$ cat src/rtl/tl_txn_monitor_pkg.sv
// Shared types for the TileLink transaction monitor: opcodes, error indices,
// the per-source tracking entry and small decode helpers.
package tl_txn_monitor_pkg;

  typedef enum logic [2:0] {
    PutFullData    = 3'd0,
    PutPartialData = 3'd1,
    ArithmeticData = 3'd2,
    LogicalData    = 3'd3,
    Get            = 3'd4,
    Intent         = 3'd5
  } tl_a_op_e;

  typedef enum logic [2:0] {
    AccessAck     = 3'd0,
    AccessAckData = 3'd1,
    HintAck       = 3'd2
  } tl_d_op_e;

  typedef enum logic [3:0] {
    A_SRC_INUSE      = 4'd0,
    D_NO_REQ         = 4'd1,
    D_OPCODE         = 4'd2,
    D_SIZE           = 4'd3,
    A_BURST_MISMATCH = 4'd4,
    D_BURST_MISMATCH = 4'd5,
    A_MISALIGNED     = 4'd6,
    TIMEOUT          = 4'd7,
    A_ILLEGAL_OP     = 4'd8
  } tl_mon_err_e;

  localparam int unsigned NumMonErr = 9;
  localparam int unsigned MonSizeW  = 8;
  localparam int unsigned MonAgeW   = 16;

  // opcode is kept raw so an illegal request still occupies its entry.
  typedef struct packed {
    logic                valid;
    logic [2:0]          opcode;
    logic [MonSizeW-1:0] size;
    logic [MonAgeW-1:0]  age;
  } tl_mon_entry_t;

  function automatic logic a_op_has_data(input logic [2:0] op);
    return (op <= 3'd3);
  endfunction

  function automatic logic d_op_has_data(input logic [2:0] op);
    return (op == AccessAckData);
  endfunction

  function automatic logic [2:0] exp_d_opcode(input logic [2:0] a_op);
    logic [2:0] r;
    case (a_op)
      Get, ArithmeticData, LogicalData: r = AccessAckData;
      Intent:                           r = HintAck;
      default:                          r = AccessAck;
    endcase
    return r;
  endfunction

  function automatic int unsigned beat_count(input int unsigned size,
                                             input logic has_data,
                                             input int unsigned beat_log);
    if (has_data && size > beat_log) return 32'd1 << (size - beat_log);
    return 32'd1;
  endfunction

endpackage

$ cat src/rtl/tl_txn_monitor_if.sv
// A and D channel taps of one TileLink link, as seen by a passive monitor.
// A beat transfers on a rising clk edge where valid and ready are both high;
// valid/ready are owned by the link agents, the monitor only observes them.
interface tl_txn_monitor_if #(
  parameter int unsigned AddrWidth   = 56,
  parameter int unsigned SourceWidth = 4,
  parameter int unsigned SizeWidth   = 3
);
  logic                   a_valid;
  logic                   a_ready;
  logic [2:0]             a_opcode;
  logic [SizeWidth-1:0]   a_size;
  logic [SourceWidth-1:0] a_source;
  logic [AddrWidth-1:0]   a_address;
  logic                   d_valid;
  logic                   d_ready;
  logic [2:0]             d_opcode;
  logic [SizeWidth-1:0]   d_size;
  logic [SourceWidth-1:0] d_source;

  modport master (
    output a_valid, a_ready, a_opcode, a_size, a_source, a_address,
    output d_valid, d_ready, d_opcode, d_size, d_source
  );

  modport slave (
    input a_valid, a_ready, a_opcode, a_size, a_source, a_address,
    input d_valid, d_ready, d_opcode, d_size, d_source
  );
endinterface

$ cat src/rtl/tl_txn_monitor_beat_tracker.sv
// Frames multi-beat messages on one channel: flags first/last beat and holds
// the first beat's header so later beats can be compared against it.
module tl_txn_monitor_beat_tracker
  import tl_txn_monitor_pkg::*;
#(
  parameter int unsigned SizeWidth   = 3,
  parameter int unsigned SourceWidth = 4,
  parameter int unsigned AddrWidth   = 56,
  parameter int unsigned BeatLog     = 3
) (
  input  logic                   clk_i,
  input  logic                   rst_i,
  input  logic                   fire,
  input  logic                   has_data,
  input  logic [2:0]             opcode,
  input  logic [SizeWidth-1:0]   size,
  input  logic [SourceWidth-1:0] source,
  input  logic [AddrWidth-1:0]   address,
  output logic                   first,
  output logic                   last,
  output logic [2:0]             first_opcode,
  output logic [SizeWidth-1:0]   first_size,
  output logic [SourceWidth-1:0] first_source,
  output logic [AddrWidth-1:0]   first_address
);
  localparam int unsigned CntW = 2**SizeWidth;

  logic [CntW-1:0] cnt_q;
  logic            first_has_data_q;
  int unsigned     len;

  // Later beats are framed by the first beat's size so a corrupted size
  // on a middle beat cannot shift the message boundary.
  always_comb begin
    first = (cnt_q == '0);
    len   = first ? beat_count(32'(size), has_data, BeatLog)
                  : beat_count(32'(first_size), first_has_data_q, BeatLog);
    last  = (cnt_q == CntW'(len - 32'd1));
  end

  always_ff @(posedge clk_i) begin
    if (rst_i) begin
      cnt_q            <= '0;
      first_has_data_q <= 1'b0;
      first_opcode     <= '0;
      first_size       <= '0;
      first_source     <= '0;
      first_address    <= '0;
    end else if (fire) begin
      if (first) begin
        first_has_data_q <= has_data;
        first_opcode     <= opcode;
        first_size       <= size;
        first_source     <= source;
        first_address    <= address;
      end
      cnt_q <= last ? '0 : cnt_q + 1'b1;
    end
  end

endmodule

$ cat src/rtl/tl_txn_monitor.sv
// Passive TL-UL/TL-UH monitor: tracks outstanding requests per source and
// reports protocol violations as sticky flags, a pulse and a saturating count.
module tl_txn_monitor
  import tl_txn_monitor_pkg::*;
#(
  parameter int unsigned DataWidth     = 64,
  parameter int unsigned AddrWidth     = 56,
  parameter int unsigned SourceWidth   = 4,
  parameter int unsigned SizeWidth     = 3,
  parameter int unsigned TimeoutCycles = 1024,
  parameter int unsigned ErrCntWidth   = 16
) (
  input  logic                   clk_i,
  input  logic                   rst_i,
  tl_txn_monitor_if.slave        tl,
  output logic [NumMonErr-1:0]   err_o,
  output logic                   err_pulse_o,
  output logic [ErrCntWidth-1:0] err_cnt_o,
  output logic [SourceWidth:0]   outstanding_o,
  output logic                   idle_o
);
  localparam int unsigned BeatLog = $clog2(DataWidth / 8);
  localparam int unsigned Depth   = 2**SourceWidth;
  localparam logic [MonAgeW-1:0] AgeLimit = MonAgeW'(TimeoutCycles);

  tl_mon_entry_t tbl_q [Depth];
  tl_mon_entry_t tbl_d [Depth];
  tl_mon_entry_t d_ent;

  logic [NumMonErr-1:0]   err_q, new_err;
  logic                   pulse_q, tmo_evt_q;
  logic [ErrCntWidth-1:0] cnt_q;
  logic [SourceWidth:0]   outstanding_q;
  logic [Depth-1:0]       tmo_hit;
  logic                   a_fire, d_fire, a_data, d_data;
  logic                   alloc_new, free_en;
  logic [SourceWidth-1:0] d_src;
  logic [AddrWidth-1:0]   a_mask;

  logic                   a_first, a_last_unused, d_first, d_last;
  logic [2:0]             a_first_opcode, d_first_opcode;
  logic [SizeWidth-1:0]   a_first_size, d_first_size;
  logic [SourceWidth-1:0] a_first_source, d_first_source;
  logic [AddrWidth-1:0]   a_first_address;
  logic                   d_first_addr_unused;

  assign a_fire = tl.a_valid & tl.a_ready;
  assign d_fire = tl.d_valid & tl.d_ready;
  assign a_data = a_op_has_data(tl.a_opcode);
  assign d_data = d_op_has_data(tl.d_opcode);

  tl_txn_monitor_beat_tracker #(
    .SizeWidth(SizeWidth), .SourceWidth(SourceWidth),
    .AddrWidth(AddrWidth), .BeatLog(BeatLog)
  ) u_a_trk (
    .clk_i, .rst_i, .fire(a_fire), .has_data(a_data),
    .opcode(tl.a_opcode), .size(tl.a_size), .source(tl.a_source),
    .address(tl.a_address), .first(a_first), .last(a_last_unused),
    .first_opcode(a_first_opcode), .first_size(a_first_size),
    .first_source(a_first_source), .first_address(a_first_address)
  );

  tl_txn_monitor_beat_tracker #(
    .SizeWidth(SizeWidth), .SourceWidth(SourceWidth),
    .AddrWidth(1), .BeatLog(BeatLog)
  ) u_d_trk (
    .clk_i, .rst_i, .fire(d_fire), .has_data(d_data),
    .opcode(tl.d_opcode), .size(tl.d_size), .source(tl.d_source),
    .address(1'b0), .first(d_first), .last(d_last),
    .first_opcode(d_first_opcode), .first_size(d_first_size),
    .first_source(d_first_source), .first_address(d_first_addr_unused)
  );

  // Order within a cycle: age, then D free, then A allocate, so a
  // same-source free/allocate pair never looks like a source collision.
  always_comb begin
    tbl_d     = tbl_q;
    new_err   = '0;
    tmo_hit   = '0;
    alloc_new = 1'b0;
    free_en   = 1'b0;
    a_mask    = (AddrWidth'(1) << tl.a_size) - AddrWidth'(1);
    d_src     = d_first ? tl.d_source : d_first_source;
    d_ent     = tbl_q[d_src];

    for (int i = 0; i < Depth; i++) begin
      if (TimeoutCycles != 0 && tbl_q[i].valid && tbl_q[i].age != AgeLimit)
        tbl_d[i].age = tbl_q[i].age + 1'b1;
    end

    if (d_fire) begin
      if (d_first) begin
        if (!d_ent.valid) begin
          new_err[D_NO_REQ] = 1'b1;
        end else begin
          if (tl.d_opcode != exp_d_opcode(d_ent.opcode)) new_err[D_OPCODE] = 1'b1;
          if (MonSizeW'(tl.d_size) != d_ent.size)         new_err[D_SIZE]   = 1'b1;
        end
      end else if (tl.d_opcode != d_first_opcode || tl.d_size != d_first_size ||
                   tl.d_source != d_first_source) begin
        new_err[D_BURST_MISMATCH] = 1'b1;
      end
      if (d_last && d_ent.valid) begin
        free_en            = 1'b1;
        tbl_d[d_src].valid = 1'b0;
      end
    end

    if (a_fire) begin
      if (a_first) begin
        if (tl.a_opcode > 3'd5)               new_err[A_ILLEGAL_OP] = 1'b1;
        if ((tl.a_address & a_mask) != '0)    new_err[A_MISALIGNED] = 1'b1;
        if (tbl_d[tl.a_source].valid)         new_err[A_SRC_INUSE]  = 1'b1;
        else                                  alloc_new             = 1'b1;
        tbl_d[tl.a_source] = '{valid: 1'b1, opcode: tl.a_opcode,
                               size: MonSizeW'(tl.a_size), age: '0};
      end else if (tl.a_opcode != a_first_opcode || tl.a_size != a_first_size ||
                   tl.a_source != a_first_source || tl.a_address != a_first_address) begin
        new_err[A_BURST_MISMATCH] = 1'b1;
      end
    end

    for (int i = 0; i < Depth; i++) begin
      tmo_hit[i] = (TimeoutCycles != 0) && tbl_d[i].valid &&
                   tbl_d[i].age == AgeLimit && tbl_q[i].age != AgeLimit;
    end

    // The age reaching its limit is itself a registered event, reported a cycle later.
    new_err[TIMEOUT] = tmo_evt_q;
  end

  always_ff @(posedge clk_i) begin
    if (rst_i) begin
      tbl_q         <= '{default: '0};
      err_q         <= '0;
      pulse_q       <= 1'b0;
      tmo_evt_q     <= 1'b0;
      cnt_q         <= '0;
      outstanding_q <= '0;
    end else begin
      tbl_q         <= tbl_d;
      err_q         <= err_q | new_err;
      pulse_q       <= |new_err;
      tmo_evt_q     <= |tmo_hit;
      if (|new_err && cnt_q != '1) cnt_q <= cnt_q + 1'b1;
      outstanding_q <= outstanding_q + (SourceWidth + 1)'(alloc_new)
                                     - (SourceWidth + 1)'(free_en);
    end
  end

  assign err_o         = err_q;
  assign err_pulse_o   = pulse_q;
  assign err_cnt_o     = cnt_q;
  assign outstanding_o = outstanding_q;
  assign idle_o        = (outstanding_q == '0) && a_first && d_first;

endmodule

$ cat src/flat_wrapper.sv
// flat-port wrapper written by rule: the top's interface ports become plain ports
module tl_txn_monitor_flat import tl_txn_monitor_pkg::*;
#(
  parameter int unsigned DataWidth     = 64,
  parameter int unsigned AddrWidth     = 56,
  parameter int unsigned SourceWidth   = 4,
  parameter int unsigned SizeWidth     = 3,
  parameter int unsigned TimeoutCycles = 1024,
  parameter int unsigned ErrCntWidth   = 16
)
  (clk_i, rst_i, err_o, err_pulse_o, err_cnt_o, outstanding_o, idle_o, tl_a_valid, tl_a_ready, tl_a_opcode, tl_a_size, tl_a_source, tl_a_address, tl_d_valid, tl_d_ready, tl_d_opcode, tl_d_size, tl_d_source);
  tl_txn_monitor_if #(.AddrWidth(AddrWidth), .SourceWidth(SourceWidth), .SizeWidth(SizeWidth)) tl_i ();
  input  logic clk_i;
  input  logic rst_i;
  output logic [NumMonErr-1:0] err_o;
  output logic err_pulse_o;
  output logic [ErrCntWidth-1:0] err_cnt_o;
  output logic [SourceWidth:0] outstanding_o;
  output logic idle_o;
  input wire logic [$bits(tl_i.a_valid)-1:0] tl_a_valid;
  input wire logic [$bits(tl_i.a_ready)-1:0] tl_a_ready;
  input wire logic [$bits(tl_i.a_opcode)-1:0] tl_a_opcode;
  input wire logic [$bits(tl_i.a_size)-1:0] tl_a_size;
  input wire logic [$bits(tl_i.a_source)-1:0] tl_a_source;
  input wire logic [$bits(tl_i.a_address)-1:0] tl_a_address;
  input wire logic [$bits(tl_i.d_valid)-1:0] tl_d_valid;
  input wire logic [$bits(tl_i.d_ready)-1:0] tl_d_ready;
  input wire logic [$bits(tl_i.d_opcode)-1:0] tl_d_opcode;
  input wire logic [$bits(tl_i.d_size)-1:0] tl_d_size;
  input wire logic [$bits(tl_i.d_source)-1:0] tl_d_source;
  assign tl_i.a_valid = tl_a_valid;
  assign tl_i.a_ready = tl_a_ready;
  assign tl_i.a_opcode = tl_a_opcode;
  assign tl_i.a_size = tl_a_size;
  assign tl_i.a_source = tl_a_source;
  assign tl_i.a_address = tl_a_address;
  assign tl_i.d_valid = tl_d_valid;
  assign tl_i.d_ready = tl_d_ready;
  assign tl_i.d_opcode = tl_d_opcode;
  assign tl_i.d_size = tl_d_size;
  assign tl_i.d_source = tl_d_source;
  tl_txn_monitor #(.DataWidth(DataWidth), .AddrWidth(AddrWidth), .SourceWidth(SourceWidth), .SizeWidth(SizeWidth), .TimeoutCycles(TimeoutCycles), .ErrCntWidth(ErrCntWidth)) u_core (.clk_i(clk_i), .rst_i(rst_i), .tl(tl_i), .err_o(err_o), .err_pulse_o(err_pulse_o), .err_cnt_o(err_cnt_o), .outstanding_o(outstanding_o), .idle_o(idle_o));
endmodule
$ cat config.mk
export PLATFORM = sky130hd
export DESIGN_NAME = tl_txn_monitor_flat
export DESIGN_NICKNAME = d
export VERILOG_FILES = /design/src/rtl/tl_txn_monitor_pkg.sv /design/src/rtl/tl_txn_monitor_if.sv /design/src/rtl/tl_txn_monitor_beat_tracker.sv /design/src/rtl/tl_txn_monitor.sv /design/src/flat_wrapper.sv
export SDC_FILE = /design/constraint.sdc
export NUM_CORES = 1
export LEC_CHECK = 0
export BUFFER_PORTS_ARGS = -buffer_cell sky130_fd_sc_hd__buf_2
export CAP_MARGIN = 20
export CORE_MARGIN = 2
export CORE_UTILIZATION = 50
export DETAILED_ROUTE_END_ITERATION = 10
export PLACE_DENSITY_LB_ADDON = 0.25
export SYNTH_ARGS = -nofsm -noshare
export SYNTH_HDL_FRONTEND = slang
export SYNTH_SLANG_ARGS = --single-unit
$ cat constraint.sdc
create_clock -name clk_i -period 9.8 [get_ports clk_i]
set_input_delay 1.96 -clock clk_i [delete_from_list [all_inputs] [get_ports clk_i]]
set_output_delay 1.96 -clock clk_i [all_outputs]
set_load 0.05 [all_outputs]
# Word level (Yosys, flattened, before mapping)
# Cells that the tools add are included.
[totals]
ff_bits = 574
input_bits = 82
output_inout_bits = 32
elab_cells = 329
[classes]
add_sub_neg = 28
n_lt_le_gt_ge = 10
eq_ne = 49
shifts = 5
n_mux = 79
bitwise_logic = 6
n_reduce_logical = 72
[ops]
columns = ["cell", "count"]
rows = [
  ["$mux W448", 4],
  ["$bwmux W448", 2],
  ["$add A16 B1 Y16 const B", 17],
  ["$eq A16 B11 Y1 const B", 16],
  ["$mux W16", 16],
  ["$ne A16 B11 Y1 const B", 16],
  ["$bmux W28 S4", 2],
  ["$demux W28 S4", 2],
  ["$mux W28", 6],
  ["$shl A1 B32 Y8 const A", 4],
  ["$mux W8", 12],
  ["$logic_and A1 B1 Y1", 58],
  ["$and A56 B56 Y56", 1],
  ["$ne A56 B56 Y1", 1],
  ["$reduce_bool A56 Y1", 1],
  ["$shl A1 B3 Y56 const A", 1],
  ["$sub A56 B2 Y56 const B", 1],
  ["$mux W1", 27],
  ["$add A8 B1 Y8 const B", 2],
  ["$eq A8 B8 Y1", 2],
  ["$logic_not A8 Y1", 2],
  ["$ne A16 B16 Y1 const B", 1],
  ["$reduce_or A16 Y1", 1],
  ["$sub A3 B2 Y4 const B", 4],
  ["other kinds (26)", 50],
]

# Depth between registers and ports, before layout
# Gate-level depths: netlist of run 1.
[depth]
depth_word = 19
ltp_mapped = 22
mapped_depth_nobuf = 21

# Cells and area by module
# From an unflattened synthesis of run 1, not the netlist that was laid out.
[hier_totals]
hier_cells = 3513
area_unflattened_um2 = 27486.4
[modules_own_cells]
columns = ["module", "n_inst", "cells_each", "area_each_um2", "seq_area_each_um2"]
rows = [
  ["tl_txn_monitor", 1, 2902, 22646.7, 8007.7],
  ["tl_txn_monitor_beat_tracker (u_core.u_a_trk)", 1, 444, 3480.8, 1501.4],
  ["tl_txn_monitor_beat_tracker (u_core.u_d_trk)", 1, 167, 1358.8, 400.4],
]

# Worst setup path after synthesis of run 1
# No wires, ideal clock.
[synth_timing]
path_type = "input port to flip-flop"
startpoint = "input port tl_d_size[0]"
endpoint = "register u_core.outstanding_q[4] (netlist: u_core.outstanding_o[4])"
setup_ns = 0.070
arrival_ns = 5.715
required_time_ns = 9.730
slack_ns = 4.014
path_stages = 18
path_buffers = 0
path_cell_list = "ha_1 -> nor2_1 -> a2111oi_4 -> a41o_2 -> ha_1 -> or2_2 -> o221a_2 -> mux2i_1 -> nand4_1 -> nor3_4 -> ha_1 -> inv_1 -> ha_1 -> fa_1 -> a21oi_1 -> nor2_1 -> or3_1 -> a21oi_1"
[synth_via]
elab_chain_len = 18
word_cells_on_any_way = 23
cone_classes = "add/sub: 4; order compare: 1; eq/ne: 1; shift: 1; mux: 14; reduce/logical: 2"
[synth_rtl]
columns = ["item", "line_no", "rtl"]
rows = [
  ["start, declared", "flat_wrapper.sv:29", "input wire logic [$bits(tl_i.d_size)-1:0] tl_d_size;"],
  ["$sub A3 B2 Y4 or $gt A3 B2 Y1 (tied branches)", "tl_txn_monitor_pkg.sv:65", "if (has_data && size > beat_log) return 32'd1 << (size - beat_log);"],
  ["$shl A1 B32 Y8 or $logic_and A1 B1 Y1 (tied branches)", "tl_txn_monitor_pkg.sv:65", ""],
  ["$mux W8 or $mux W1 (tied branches)", "tl_txn_monitor_pkg.sv:65", ""],
  ["$mux W8 (*)", "tl_txn_monitor_pkg.sv:66", "return 32'd1;"],
  ["$mux W8 (*)", "tl_txn_monitor_beat_tracker.sv:36", "len = first ? beat_count(32'(size), has_data, BeatLog)"],
  ["$sub A8 B1 Y8 (*)", "tl_txn_monitor_beat_tracker.sv:38", "last = (cnt_q == CntW'(len - 32'd1));"],
  ["$eq A8 B8 Y1 (*)", "tl_txn_monitor_beat_tracker.sv:38", ""],
  ["$logic_and A1 B1 Y1 (*)", "tl_txn_monitor.sv:103", "if (d_last && d_ent.valid) begin"],
  ["$mux W448", "tl_txn_monitor.sv:103", ""],
  ["$mux W448", "tl_txn_monitor.sv:91", "if (d_fire) begin"],
  ["$bmux W28 S4", "tl_txn_monitor.sv:113", "if (tbl_d[tl.a_source].valid) new_err[A_SRC_INUSE] = 1'b1;"],
  ["$mux W28 (not written as such) (2 in a row)", "tl_txn_monitor.sv:113", ""],
  ["$mux W1", "tl_txn_monitor.sv:113", ""],
  ["$mux W1", "tl_txn_monitor.sv:110", "if (a_first) begin"],
  ["$mux W1", "tl_txn_monitor.sv:109", "if (a_fire) begin"],
  ["$add A5 B1 Y5", "tl_txn_monitor.sv:146", "outstanding_q <= outstanding_q + (SourceWidth + 1)'(alloc_new)"],
  ["$sub A5 B1 Y5 (*)", "tl_txn_monitor.sv:147", "- (SourceWidth + 1)'(free_en);"],
  ["end signal, assigned", "tl_txn_monitor.sv:146", ""],
  ["end, declared", "tl_txn_monitor.sv:33", "logic [SourceWidth:0] outstanding_q;"],
]
# Mark *: on every way between the ends. The rest lies on a longest branch, timed or not. The select of a mux whose other input is x is not followed.
# A chain may end at the register's enable or synchronous reset.

# Worst setup path after layout of run 1
[layout_timing]
startpoint = "input port tl_d_size[0]"
endpoint = "register u_core.cnt_q[7] (netlist: u_core.err_cnt_o[7])"
[layout_via]
elab_chain_len = 18
word_cells_on_any_way = 32
cone_classes = "add/sub: 2; order compare: 1; eq/ne: 3; shift: 1; mux: 19; reduce/logical: 6"
[layout_rtl]
columns = ["item", "line_no", "rtl"]
rows = [
  ["$sub A3 B2 Y4 or $gt A3 B2 Y1 (tied branches)", "tl_txn_monitor_pkg.sv:65", ""],
  ["$shl A1 B32 Y8 or $logic_and A1 B1 Y1 (tied branches)", "tl_txn_monitor_pkg.sv:65", ""],
  ["$mux W8 or $mux W1 (tied branches)", "tl_txn_monitor_pkg.sv:65", ""],
  ["$mux W8", "tl_txn_monitor_pkg.sv:66", ""],
  ["$mux W8", "tl_txn_monitor_beat_tracker.sv:36", ""],
  ["$sub A8 B1 Y8", "tl_txn_monitor_beat_tracker.sv:38", ""],
  ["$eq A8 B8 Y1", "tl_txn_monitor_beat_tracker.sv:38", ""],
  ["$logic_and A1 B1 Y1", "tl_txn_monitor.sv:103", ""],
  ["$mux W448", "tl_txn_monitor.sv:103", ""],
  ["$mux W448", "tl_txn_monitor.sv:91", ""],
  ["$bmux W28 S4", "tl_txn_monitor.sv:113", ""],
  ["$mux W28 (not written as such) (2 in a row)", "tl_txn_monitor.sv:113", ""],
  ["$mux W1", "tl_txn_monitor.sv:113", ""],
  ["$mux W1", "tl_txn_monitor.sv:110", ""],
  ["$mux W1", "tl_txn_monitor.sv:109", ""],
  ["$reduce_or A9 Y1 (*)", "tl_txn_monitor.sv:145", "if (|new_err && cnt_q != '1) cnt_q <= cnt_q + 1'b1;"],
  ["$logic_and A1 B1 Y1 (*)", "tl_txn_monitor.sv:145", ""],
  ["end signal, assigned", "tl_txn_monitor.sv:145", ""],
  ["end, declared", "tl_txn_monitor.sv:32", "logic [ErrCntWidth-1:0] cnt_q;"],
]
# Marked as above.

==> qor.csv, run 1 <==
metric;value;unit
synthesis.nets;3684;
hold_path.class;flip-flop to flip-flop;
drive_above_1_share;7.53;%
met1_usage;35.1;%
p_sw_share;26.2;%
yosysSeqAreaShare;36.0;%
crit_buf_inv;1;
p_leak;10.9;nW
cts_buffers;53;
slew_violations;0;
cts_root_buffer;clkbuf_16;
core;0.0540;mm²
path_cells;buf_2, ha_1, nor2_1, a2111oi_4, a41o_2, ha_1, or2_2, o221a_2, mux2i_1, nand4_1, nor3_4, a31oi_1, o311ai_4, a21oi_2, and4_1, mux2_1;
cts_tree;built;
crit_path_frequent_cell;ha_1;
syn_inst;3544;
p_sw;1.23;mW
port_buffers;113;
avgSynthCellArea;7.74;µm²
drc_errors;0;
synth_seq_cells;494;
met3_usage;4.29;%
hold_viol_final;0;
setup_tns;0;ps
final_cell_mix;546 x nand2_1, 494 x dfxtp_1, 447 x nor2_1;
synthFlopType;dfxtp_1;
top_usage_layer;met2;
nets;3656;
min_period;5910;ps
worst_slack;3890;ps
relSlewSlack;30.6;%
firstDrtPassIters;6;
grt.total_usage;25.1;%
vias_per_cell;5.77;
pwr-share-seq;44.3;%
drtAntennaViolNets;0;
power.density;156;mW/mm²
die_h;238;µm
worst_slew_pin_slew;1040;ps
pwr-share-comb;9.6;%
crit_path_start_kind;input pin;
synth_area;0.0274;mm²
dr_total_vias;24600;
cp_slowest_cell;o311ai_4;
clkTransAtPathRegs;70;ps
grt_pass1_wl;117000;µm
vdd_drop_max;0.000162;V
layout_commonest_cell;nand2_1;
synthDistinctLibCells;97;
worstPathArrival;6400;ps
initialDrtViolationCount;2149;
grt_overflow;0;
die-area;0.0568;mm²
grt_max_degree;203;
cp_max_fo;11;
post_drt_wl_per_cell;17.1;µm
holdBufCountCts;0;
syn_to_final_growth;9.72;%
post_cts_buffers;0;
ys_warn_count;0;
clkPwrFrac;46.1;%
clk_path_buf_depth;3;
ctsResizeCount;0;
place_ws;3310;ps
routabilityCongestion;0.943;
synth-edff-count;0;
start_util;50.8;%
dp_hpwl;51000;µm
die_w;238;µm
crit_family;compound AO/OA/AOI/OAI gates;
criticalPathCategory;input pin to flip-flop;
antenna_found_initial;3;
fmax;169;MHz
drv_cap;0;
period_share;60.3;%
rows;85;
p_int;3.46;mW
grt_pass1_vias;22200;
cts.sinks;494;
insertion_delay;620;ps
critPathRequiredTime;10290;ps
wirelength;73000;µm
use_met2;39.0;%
rsz0062_at_grt;no;
critPathMaxStageDelay;500;ps
cts_max_level;2;
synthArstFlopShare;0;%
finalSetupViolCount;0;
outcome;finished, final reports clean;
ios;114;
end_kind;flip-flop;
fin_skew;34.7;ps
registers in the layout, indices dropped and copies added, names as in the netlist, 3 cells and up:
name	count
u_core.u_d_trk.first_source	4
u_core.u_a_trk.cnt_q	8
u_core.err_cnt_o	16
u_core.u_d_trk.first_size	3
u_core.u_a_trk.first_address	56
u_core.u_a_trk.first_source	4
u_core.outstanding_o	5
u_core.u_a_trk.first_size	3
u_core.err_o	9
u_core.u_a_trk.first_opcode	3
u_core.tbl_q	368
u_core.u_d_trk.cnt_q	8
u_core.u_d_trk.first_opcode	3
path summary, 6_finish.rpt:
path	start	cells after the start	to	slack, ps
max	tl_d_size[0]	16	u_core.err_cnt_o[7]	3890
min	u_core.tbl_q[109]	2	u_core.tbl_q[109]	450
max reg2reg	u_core.u_d_trk.cnt_q[0]	16	u_core.err_cnt_o[7]	4040
min reg2reg	u_core.tbl_q[109]	2	u_core.tbl_q[109]	450
area by class of cell:
class | instances | area [µm²]
Antenna cell | 3 | 7.51
Clock buffer | 66 | 1460
Clock inverter | 33 | 435
Fill cell | 5034 | 23900
Inverter | 93 | 349
Multi-Input combinational cell | 2744 | 16400
Sequential cell | 494 | 9890
Tap cell | 696 | 871
Timing Repair Buffer | 130 | 719
Yosys cell counts (7+ instances only):
master       n  share of area, %
a31oi_1     41              0.93
nor4_1      56               1.3
nand2b_1    34              0.77
a32oi_1     20              0.64
a41oi_1      7              0.22
nor3b_1     11              0.30
xnor2_1    197               6.3
nor4b_1     22              0.70
and4_1      10              0.32
and3_1      72               1.6
nor2_1     448               6.1
a22oi_1      8              0.22
nand4_1    103               2.3
nor2b_1     29              0.66
mux2_1       9              0.37
buf_1       11              0.15
o211ai_1    10              0.27
o22ai_1      8              0.18
inv_1       93               1.3
mux2i_1     66               2.4
nand3_1    150               2.7
and2_1      22              0.50
o31ai_1     14              0.38
o21ai_0     63               1.1
a2111oi_0    7              0.22
nor3_1      93               1.7
a21oi_1    244               4.4
a211oi_1    16              0.44
nand2_1    546               7.5
or3_1       24              0.55
a21o_1       8              0.22
clkbuf_1   186               2.5
dfxtp_1    494                36
xor2_1     201               6.4
or4_1       13              0.36
ha_1        57               2.6
buf_2       13              0.24
stage by stage:
| step | power, mW | instances | instance area (µm²) | hold WS (ps) | utilization, % |
|---|---|---|---|---|---|
| finish | 4.69 | 4259 | 30100 | 453 | 55.7 |
| floorplan | 2.43 | 3544 | 27400 | 427 | - |
| CTS | 4.72 | 4255 | 30100 | 453 | 55.7 |
| global placement | 2.56 | 4156 | 28200 | 439 | 52.2 |
| detailed placement | 2.56 | 4156 | 28200 | 442 | 52.2 |
| global route | 4.86 | 4258 | 30100 | 466 | 55.7 |
power by group through the flow:
stage / clock network [mW] / registers [mW] / logic, mW
global route: 2.29 / 2.08 / 0.488
global placement: 0 / 2.12 / 0.439
detailed placement: 0 / 2.12 / 0.442
CTS: 2.20 / 2.08 / 0.444
finish: 2.16 / 2.08 / 0.449
floorplan: 0 / 2.14 / 0.289
tightest hold or removal path, cell delays in order, from the launching register on:
cell and delay (ps):
dfxtp_1 310, nand2_1 50, a21oi_1 50
cell families after synthesis:
family          share of synthesized area (%)
simple gates                             29.0
flops                                    36.0
compound gates                           12.2
mux                                      3.08
xor+xnor                                 12.7
fa+ha+maj                                2.71
buf+inv                                  4.30
routing by layer:
layer / up-vias / part of all wire, %
li1: 12200 / -
met1: 11500 / 46
met2: 741 / 44
met3: 157 / 6.6
met4: 2 / 3.2
met5: - / 0.019
Power figures use the tool's default switching activity.
==> inputs of run 2 (changes only) <==
Clock period 9.8 ns to 4.9 ns, I/O delays scaled along.
==> run 2 against run 1 <==
  * Utilization up 1.2 points
  * Wire length increased by 1.6%
  * Critical path depth unchanged
  * Sequential cell count did not move
  * Clock skew shrank 17 ps
  * First-iteration DRC count grew 2.4%
  * Final area rose by 2.1%
  * Critical endpoint unchanged
==> qor.csv, run 2 (synthesized netlist as in run 1, its figures left out) <==
metric;value;unit
final_cells;4331;
hold_path.class;flip-flop to flip-flop;
p_sw_share;26.0;%
grt_max_degree;109;
min_period;4570;ps
power;9.55;mW
cts_root_buffer;clkbuf_16;
drtAntennaViolNets;0;
cts_buffers;54;
worstPathArrival;5070;ps
grt_overflow;0;
regArea;0.00989;mm²
post_drt_wl_per_cell;17.1;µm
layout_commonest_cell;nand2_1;
dr_wl_met2;33100;µm
fmax;219;MHz
grt_pass1_vias;22300;
wirelength;74200;µm
finalSetupViolCount;0;
largest_reg_flops;368;
final_cell_mix;546 x nand2_1, 494 x dfxtp_1, 447 x nor2_1;
wl_met3;4840;µm
vdd_drop_max;0.000264;V
routabilityCongestion;0.979;
worst_slew_pin_slew;951;ps
p_int;7.07;mW
cts_tree;built;
firstDrtPassIters;8;
nFillCells;5064;
ios;114;
pwr-share-comb;10.2;%
die_w;238;µm
grt_pass1_wl;118000;µm
top_layer;met5;
multi_input_area;0.0164;mm²
p_sw;2.48;mW
relSlewSlack;35.7;%
cp_max_fo;20;
outcome;finished, final reports clean;
p_leak;11.3;nW
holdBufCountCts;0;
final_area;0.0308;mm²
crit_path_start_kind;flip-flop;
antenna_found_initial;1;
largest-register;u_core.tbl_q;
period_share;93.2;%
slew_violations;0;
cts_max_level;2;
die-area;0.0568;mm²
drv_cap;0;
post-place-cells;4228;
rows;85;
initialDrtViolationCount;2200;
clk_path_buf_depth;3;
power.density;311;mW/mm²
clkPwrFrac;46.4;%
critPathRequiredTime;5400;ps
pwr-share-seq;43.4;%
fin_skew;17.7;ps
place_area;0.0288;mm²
hold_viol_final;0;
die_h;238;µm
fin_hold_ws;453;ps
end_kind;flip-flop;
core;0.0540;mm²
dp_hpwl;52600;µm
drc_errors;0;
drive_above_1_share;9.55;%
syn_to_final_growth;12.1;%
vias_per_cell;5.74;
insertion_delay;630;ps
rsz0062_at_grt;no;
clkTransAtPathRegs;60;ps
port_buffers;113;
dr_total_vias;24900;
grt.total_usage;25.3;%
cts.sinks;494;
n_antenna_cell;0;
criticalPathCategory;flip-flop to flip-flop;
m1WireLength;33700;µm
start_util;50.8;%
nets;3731;
run 2: cell count changes in the layout (fill, tap and decap cells not counted), moves of 2 or more:
| cell | change |
|---|---|
| buf_4 | +73 |
| buf_12 | +2 |
| clkbuf_1 | -3 |
| clkbuf_8 | +5 |
| inv_16 | +2 |
| clkinv_4 | -4 |
| diode_2 | -3 |
| inv_6 | -2 |
| clkinv_2 | +6 |
| clkinvlp_4 | -3 |
run 2: stage by stage:
stage | util, % | worst slack [ps] | TNS, ps
finish | 56.9 | 333 | 0
global route | 56.9 | 4.17 | 0
CTS | 56.9 | 291 | 0
detailed placement | 53.3 | -109 | -386
global placement | 53.3 | 6.41 | 0
floorplan | - | 94.5 | 0
run 2: worst paths after layout:
| check | startpoint | end | slack (ps) | cells past startpoint |
|---|---|---|---|---|
| min | u_core.tbl_q[276] | u_core.tbl_q[276] | 450 | 2 |
| max reg2reg | u_core.u_d_trk.cnt_q[0] | u_core.err_cnt_o[7] | 330 | 16 |
| max | u_core.u_d_trk.cnt_q[0] | u_core.err_cnt_o[7] | 330 | 16 |
| min reg2reg | u_core.tbl_q[276] | u_core.tbl_q[276] | 450 | 2 |
run 2: power groups by stage:
stage,Clock (mW),Combinational (mW),Sequential [mW]
2_1_floorplan,0,0.579,4.28
3_3_place_gp,0,0.946,4.23
3_5_place_dp,0,0.952,4.23
4_1_cts,4.50,0.961,4.14
5_1_grt,4.67,1.06,4.15
6_report,4.43,0.978,4.14
run 2: critical path, stage by stage, from the launching register on:
cell	delay [ps]
dfxtp_1	310
inv_1	50
ha_1	160
or4b_4	550
buf_4	210
o21ai_4	230
nand2_2	340
buf_4	280
a211oi_1	180
a311oi_1	70
or4_4	500
mux2_1	320
o221ai_1	270
o211a_2	330
a21oi_2	130
and4_1	230
mux2_1	300
run 2: area by class of cell:
class / instances / share of cell area [%]
clock buffer: 69 / 5.00
clock inverter: 31 / 1.35
inverter: 93 / 1.13
multi-input combinational: 2744 / 53.3
sequential: 494 / 32.2
tap: 696 / 2.83
timing repair buffer: 204 / 4.21
run 2: timing repair:
item,in CTS,in global routing
buffers inserted,0,3
setup endpoints to repair,0,6
resized for setup,0,2
run 2: layer usage:
metal | vias up | global-route usage [%]
met2 | 756 | 40.0
met5 | - | 0
li1 | 12300 | -
met1 | 11600 | 34.6
met3 | 173 | 4.08
met4 | 2 | 9.55
